<file path="src/rtl/track_sequencer.sv">
// track_sequencer: record/playback address sequencer for the note memory.
//
// main_mem is divided into five fixed slots of SLOT_LEN words, slot k
// starting at k*SLOT_LEN, one slot per track button. In record mode every
// player tick writes one word into the selected slot. In play mode every
// tick steps the read address through the recorded part of the slot.
//
// Ports:
//   clk         system clock
//   reset       asynchronous active-low reset
//   tick        one-clk note-step enable from the player clock divider
//   btn[4:0]    track buttons {b5..b1}, debounced levels
//   sw_rec      record-mode switch (1 = record)
//   mem_addr    registered main_mem address
//   mem_we      registered main_mem write enable (REC only)
//   rec_active  high while recording
//   play_active high while playing
//   cur_slot    selected slot index 0..4
//   slot_full   one-clk pulse when a recording stops at SLOT_LEN words
//
// Build option: define TRACK_LOOP_EN to make playback loop over the track
// indefinitely; otherwise playback stops after the last recorded word.

module track_sequencer #(
    parameter int unsigned ADDR_W   = 12,
    parameter int unsigned SLOT_LEN = 800,
    parameter int unsigned LEN_W    = 10
) (
    input  logic              clk,
    input  logic              reset,
    input  logic              tick,
    input  logic [4:0]        btn,
    input  logic              sw_rec,
    output logic [ADDR_W-1:0] mem_addr,
    output logic              mem_we,
    output logic              rec_active,
    output logic              play_active,
    output logic [2:0]        cur_slot,
    output logic              slot_full
);

    typedef enum logic [1:0] {IDLE, REC, PLAY} state_e;

    state_e            state_q, state_d;
    logic [LEN_W-1:0]  offset_q, offset_d;
    logic [LEN_W-1:0]  len_q [5];
    logic [LEN_W-1:0]  len_d [5];
    logic [4:0]        btn_q;
    logic [2:0]        slot_q, slot_d;
    logic [ADDR_W-1:0] addr_q, addr_d;
    logic              we_q, we_d;
    logic              full_q, full_d;

    // Press decode: rising edges only, lowest index wins, the rest are dropped.
    logic [4:0]        rise;
    logic              press;
    logic [2:0]        press_idx;
    logic              press_on_cur;
    logic [LEN_W-1:0]  press_len;
    logic [LEN_W-1:0]  cur_len;
    logic [LEN_W-1:0]  offset_inc;
    logic [LEN_W-1:0]  rec_len;
    logic [ADDR_W-1:0] step_addr;

    always_comb begin
        rise      = btn & ~btn_q;
        press     = 1'b0;
        press_idx = '0;
        for (int unsigned k = 0; k < 5; k++) begin
            if (rise[k] && !press) begin
                press     = 1'b1;
                press_idx = 3'(k);
            end
        end
        press_on_cur = press && (press_idx == slot_q);
        press_len    = len_q[press_idx];
        cur_len      = len_q[slot_q];
        offset_inc   = offset_q + LEN_W'(1);
        step_addr    = ADDR_W'(slot_q) * ADDR_W'(SLOT_LEN) + ADDR_W'(offset_q);
    end

    // State register
    always_ff @(posedge clk or negedge reset) begin
        if (!reset) begin
            state_q  <= IDLE;
            offset_q <= '0;
            btn_q    <= '0;
            slot_q   <= '0;
            addr_q   <= '0;
            we_q     <= 1'b0;
            full_q   <= 1'b0;
            for (int unsigned k = 0; k < 5; k++) begin
                len_q[k] <= '0;
            end
        end else begin
            state_q  <= state_d;
            offset_q <= offset_d;
            btn_q    <= btn;
            slot_q   <= slot_d;
            addr_q   <= addr_d;
            we_q     <= we_d;
            full_q   <= full_d;
            for (int unsigned k = 0; k < 5; k++) begin
                len_q[k] <= len_d[k];
            end
        end
    end

    // Next-state and datapath
    always_comb begin
        state_d  = state_q;
        offset_d = offset_q;
        slot_d   = slot_q;
        addr_d   = addr_q;
        we_d     = 1'b0;
        full_d   = 1'b0;
        rec_len  = offset_q;
        for (int unsigned k = 0; k < 5; k++) begin
            len_d[k] = len_q[k];
        end

        case (state_q)
            IDLE: begin
                if (press) begin
                    if (sw_rec) begin
                        state_d  = REC;
                        slot_d   = press_idx;
                        offset_d = '0;
                    end else if (press_len != '0) begin
                        state_d  = PLAY;
                        slot_d   = press_idx;
                        offset_d = '0;
                    end
                end
            end

            REC: begin
                // A tick in the stopping cycle still writes and is counted.
                if (tick) begin
                    addr_d   = step_addr;
                    we_d     = 1'b1;
                    offset_d = offset_inc;
                    rec_len  = offset_inc;
                end
                if ((tick && offset_q == LEN_W'(SLOT_LEN - 1)) || !sw_rec || press_on_cur) begin
                    full_d   = tick && (offset_q == LEN_W'(SLOT_LEN - 1));
                    state_d  = IDLE;
                    offset_d = '0;
                    for (int unsigned k = 0; k < 5; k++) begin
                        if (3'(k) == slot_q) begin
                            len_d[k] = rec_len;
                        end
                    end
                end
            end

            PLAY: begin
                if (press_on_cur) begin
                    state_d  = IDLE;
                    offset_d = '0;
                end else if (press && press_len != '0) begin
                    slot_d   = press_idx;
                    offset_d = '0;
                end else if (tick) begin
                    addr_d = step_addr;
                    if (offset_q == cur_len - LEN_W'(1)) begin
                        offset_d = '0;
`ifndef TRACK_LOOP_EN
                        state_d  = IDLE;
`endif
                    end else begin
                        offset_d = offset_inc;
                    end
                end
            end

            default: state_d = IDLE;
        endcase
    end

    // Outputs
    always_comb begin
        mem_addr    = addr_q;
        mem_we      = we_q;
        rec_active  = (state_q == REC);
        play_active = (state_q == PLAY);
        cur_slot    = slot_q;
        slot_full   = full_q;
    end

endmodule

</file>
<file path="config.mk">
export PLATFORM = sky130hd
export DESIGN_NAME = track_sequencer
export DESIGN_NICKNAME = d
export VERILOG_FILES = /design/src/rtl/track_sequencer.sv
export SDC_FILE = /design/constraint.sdc
export NUM_CORES = 1
export LEC_CHECK = 0
export CAP_MARGIN = 30
export CORE_MARGIN = 1
export CORE_UTILIZATION = 45
export DETAILED_ROUTE_END_ITERATION = 8
export GPL_ROUTABILITY_DRIVEN = 0
export PLACE_DENSITY_LB_ADDON = 0.12
export SYNTH_ARGS = -nofsm -noshare
export SYNTH_HDL_FRONTEND = slang
export SYNTH_SLANG_ARGS = --single-unit
</file>
<file path="constraint.sdc">
create_clock -name clk -period 4.77 [get_ports clk]
set_input_delay 1.1925 -clock clk [delete_from_list [all_inputs] [get_ports clk]]
set_output_delay 1.1925 -clock clk [all_outputs]
set_load 0.005 [all_outputs]
</file>
Yosys cells after proc, flatten, opt, wreduce, memory -nomap -nowiden
Index checks and enable logic that the tools add are counted.
W data, S select, Z words.
{ "classes": {"addsub": 3, "bitwise_logic": 4, "mul": 1, "shift": 0, "magnitude_cmp": 2, "mux": 48, "n_reduce_logical": 29, "n_eq_ne": 19, "n_div": 0} }
{ "op_table": {"columns": ["cell", "n"], "rows": [
  ["$mux W10", 13],
  ["$bmux W10 S3", 2],
  ["$mux W12", 3],
  ["$pmux W10 S3", 1],
  ["$mux W3", 8],
  ["$pmux W12 S2", 1],
  ["$reduce_and A3 Y1", 6],
  ["$mux W2", 8],
  ["$add A12 B10 Y12", 1],
  ["$add A10 B1 Y10 const B", 1],
  ["$eq A10 B10 Y1", 1],
  ["$eq A10 B10 Y1 const B", 1],
  ["$mux W1", 10],
  ["$reduce_bool A10 Y1", 1],
  ["$sub A10 B1 Y10 const B", 1],
  ["$ge A4 B4 Y1 const B", 2],
  ["$not A3 Y4", 2],
  ["$logic_and A1 B1 Y1", 7],
  ["$mul A3 B5 Y7 const B", 1],
  ["$eq A2 B3 Y1 const A", 2],
  ["$ne A2 B2 Y1 const B", 3],
  ["$ne A3 B3 Y1 const B", 2],
  ["$pmux W2 S3", 1],
  ["$pmux W3 S2", 1],
  ["20 further kinds", 27]
]} }
{ "word_totals": {"out_inout_bits": 19, "register_bits": 84, "mem_count": 0, "in_bits": 9, "ram_bits": 0, "latchBits": 0, "rom_bits": 0, "wordCells": 118} }

Longest topological paths before layout
{ "depth": {"ltp_word": 24, "ltp_mapped": 13, "mapped_depth_nobuf": 11} }

Worst setup path after synthesis
No wires, ideal clock.
{ "synth_path": {"kind": "input to register", "start": "input btn[2]", "end": "register offset_q[3]", "setup_time_ps": 126, "t_arrival_ps": 3406, "required_time_ps": 4644, "path_slack_ps": 1238, "n_path_buf": 1, "stages": 10, "cell_sequence": "nor2b_1 nor3_1 a221oi_1 a21oi_1 o2111ai_1 a21oi_1 a211o_1 clkbuf_1 nor2_1 a221o_1"} }
{ "synth_via": {"elab_chain_cells": 18, "elab_cells_between_ends": 29, "classes_between": "eq/ne: 4; mux: 13; bitwise: 2; reduce/logical: 10"} }
{ "synth_lines": {"columns": ["element", "line", "text"], "rows": [
  ["start, declared", "32", "input logic [4:0] btn,"],
  ["$and A5 B5 Y5 *", "66", "rise = btn & ~btn_q;"],
  ["$logic_and A1 B1 Y1 *", "70", "if (rise[k] && !press) begin"],
  ["$mux W1", "70", null],
  ["$logic_not A1 Y1", "70", null],
  ["$logic_and A1 B1 Y1", "70", null],
  ["$mux W1", "70", null],
  ["$logic_not A1 Y1", "70", null],
  ["$logic_and A1 B1 Y1", "70", null],
  ["$mux W3", "70", null],
  ["$not A3 Y4 (implied by the code)", "76", "press_len = len_q[press_idx];"],
  ["$bmux W10 S3", "76", null],
  ["$mux W10 (implied by the code) (2 in a row)", "76", null],
  ["$reduce_bool A10 Y1", "129, 161", null],
  ["$logic_and A1 B1 Y1", "161", "end else if (press && press_len != '0) begin"],
  ["$mux W10", "161", null],
  ["$mux W10", "158", "if (press_on_cur) begin"],
  ["$pmux W10 S3", "122", "case (state_q)"],
  ["end signal, assigned", "97", "offset_q <= offset_d;"],
  ["end, declared", "45", "logic [LEN_W-1:0] offset_q, offset_d;"]
]} }
Every way passes the cells marked *; elsewhere a longest branch is shown, timed or not. The select of a mux whose other input is x is not followed.
A chain may end at the register's enable or synchronous reset.

Final worst setup path
{ "layout_path": {"start": "input btn[2]", "end": "register offset_q[2]"} }
The elaborated chain is that of the path after synthesis.

==> qor.yml <==
clk_latency_ns: 0.35
vdd_drop_max_uv: 240
min_from: "mem_addr[11]$_DFFE_PN0P_"
met1_usage_pct: 37.5
dieArea_um2: 12100
grt_use_met2_pct: 39.6
p_seq_share_pct: 33.5
core_area_um2: 11400
grt_max_degree: 48
status: "finished, final reports clean"
portBuffers: 27
synth_edf_count: 0
finalMaxSlewViolations: 0
synth_top_area_share_pct: 40.1
arrival_ns: 4.54
num-nets-final: 613
p_int_uw: 1670
crit_path_start: "btn[2]"
p_sw_share_pct: 36.6
rsz0062_at_grt: "false"
syn_to_final_growth_pct: 13.4
finalCritPeriodShare_pct: 90.3
drc: 0
clock_path_buffers: 2
rr_startpoint: "cur_slot[2]$_DFFE_PN0P_"
grt_pass1_wl_um: 23300
synth_simple_gate_area_share_pct: 17.8
tightest_slew_ns: 0.860
yosys.cell_count.top_type: "dfrtp_1"
yosysSeqAreaShare_pct: 40.1
clkPwrFrac_pct: 26.7
synth_commonest_cells: "84 x dfrtp_1, 78 x nand2_1, 75 x o21ai_0"
critPathMaxFanout: 12
power.leakage_uw: 0.00259
cts_buffers: 9
synth_fp_nets: 595
clk_pin_slew_ns: 0.06
power_frac_comb_pct: 39.8
use_met3_pct: 3.88
busiest_layer: "met2"
dr.first_iter.drc_count: 392
initial_core_util_pct: 46.1
synth-seq-cells: 84
crit_required_ns: 5.00
setup.worst_path.start_class: "input port"
track_usage_pct: 26.1
ant_nets: 0
antenna_found_initial: 0
skew_ns: 0.00850
synth_cell_type_count: 69
dr.pass1.iters: 5
cts_resized: 0
yosysWarnings: 0
period_minus_slack_ns: 4.31
power.total_uw: 2630
die_w_um: 110
criticalPathCategory: "input port to register"
cts_tree: "done"
maxCapViolCount: 0
cts_hold_buf: 0
via_per_inst: 6.08
synth_top_family_by_area: "compound AO/OA/AOI/OAI gates"
core.rowCount: 39
totalWireLength_um: 14200
drive_gt1_share_pct: 8.31
grt_overflow: 0
setup_violations: 0
p_sw_uw: 963
num_vias: 4456
wl_per_cell_um: 19.3
powerDensity_nw_per_um2: 443
synth_area_um2: 5250
cts-root-buf: "clkbuf_16"
die_height_um: 110
grt_pass1_vias: 4243
max_freq_mhz: 232
cts_sinks: 84
synth_async_sr_flop_share_pct: 100
synth_compound_area_share_pct: 21.4
netlist_top_cells_area: "dfrtp_1 40%, o21ai_0 7.2%, nand2_1 5.6%"
synth_xor_area_share_pct: 4.84
pin_count: 28
syn_avg_cell_area_um2: 9.24
synth_top_area_cell: "dfrtp_1"
setup_tns_ns: 0
endpoint_kind: "register"
synth-main-ff-cell: "dfrtp_1"
synthAdderAreaFrac_pct: 4.44
hold_class: "register to register"
post-cts-setup-buffer-count: 0
slew_headroom_pct: 42.6
num_antenna_cells: 0
finalHoldViolCount: 0
htreeDepth: 3
synthesis.instances: 568
hpwl_um: 10400
synth_mux_area_share_pct: 7.63
-- worst max-delay path, stage by stage --
cell and delay, ns:
clkdlybuf4s50_1 0.44, nor2b_1 0.19, nor3_1 0.68, o21ai_0 0.22, and4_1 0.26, o21ai_0 0.10, a21oi_1 0.23, a21boi_1 0.71
a21boi_0 0.21, a221o_1 0.30
-- power by group through the flow --
stage	logic (uW)	registers, uW	clock network [uW]
5_1_grt	1150	898	746
2_1_floorplan	729	873	0
3_3_place_gp	1020	893	0
6_report	1050	883	703
4_1_cts	1040	883	718
3_5_place_dp	1040	896	0
-- metal layers --
layer / part of all wire [%] / vias up
li1: - / 2097
met4: 2.2 / 0
met3: 6.3 / 22
met1: 47 / 2193
met2: 45 / 144
met5: 0 / -
-- stage by stage --
step	utilization (%)	hold WS, ns	area (um^2)	std cells	setup WS [ns]
after CTS	52.3	0.495	5950	733	0.529
after detailed placement	49.8	0.480	5660	718	0.173
after global placement	49.5	0.473	5630	717	0.391
final	52.3	0.486	5950	733	0.465
after floorplan	-	0.461	5250	568	1.24
after global routing	52.3	0.508	5950	733	0.218
-- final cells by class --
class | count | area (um^2)
Sequential cell | 84 | 2100
Fill cell | 1055 | 5420
Tap cell | 143 | 179
Timing Repair Buffer | 40 | 385
Clock buffer | 10 | 229
Multi-Input combinational cell | 438 | 2940
Inverter | 13 | 48.8
Clock inverter | 5 | 62.6
-- worst paths after layout --
kind | end | slack, ns | depth (start not counted)
worst max-delay path | offset_q[2]$_DFFE_PN0P_ | 0.46 | 10
worst min-delay path | mem_addr[11]$_DFFE_PN0P_ | 0.49 | 1
worst max register to register | offset_q[7]$_DFFE_PN0P_ | 1.24 | 11
worst min register to register | mem_addr[11]$_DFFE_PN0P_ | 0.49 | 1
max in group asynchronous | offset_q[0]$_DFFE_PN0P_ | 3.32 | 2
min in group asynchronous | len_q[22]$_DFFE_PN0P_ | 0.83 | 1
-- cells by family after synthesis --
kind of cell / Yosys count
AO/OA/AOI/OAI: 167
flip-flops: 84
buffers and inverters: 46
AND/OR/NAND/NOR: 192
XOR/XNOR: 29
multiplexers: 32
adder cells (fa/ha/maj): 18
-- sequential cells by signal, summed over array words and instances (netlist names) --
register / count
cur_slot: 3
offset_q: 10
state_q: 2
mem_we: 1
slot_full: 1
btn_q: 5
len_q: 50
mem_addr: 12
-- placed cells by master (no fill, tap or decap), types with 3 or more instances in the layout --
| cell | n |
|---|---|
| mux2i_1 | 13 |
| a21oi_1 | 14 |
| and2_1 | 5 |
| clkdlybuf4s50_1 | 26 |
| o211ai_1 | 3 |
| xor2_1 | 15 |
| mux2_1 | 10 |
| and4_1 | 3 |
| nand3_1 | 10 |
| a221oi_1 | 4 |
| mux4_2 | 5 |
| nor2_1 | 34 |
| o21ai_1 | 3 |
| nand4_1 | 9 |
| dfrtp_1 | 84 |
| clkbuf_16 | 9 |
| a221o_1 | 7 |
| ha_1 | 17 |
| a211oi_1 | 3 |
| inv_1 | 11 |
| buf_4 | 13 |
| o31ai_1 | 9 |
| nand2_1 | 78 |
| mux2_2 | 4 |
| a21o_1 | 7 |
| a22oi_2 | 3 |
| nor3_1 | 8 |
| nand2b_1 | 9 |
| and3_1 | 9 |
| o21ai_0 | 75 |
| xnor2_1 | 14 |
| a21boi_0 | 6 |
| o22ai_1 | 3 |
| nor2b_1 | 14 |
Note: power is estimated with default switching activity, not from simulation.
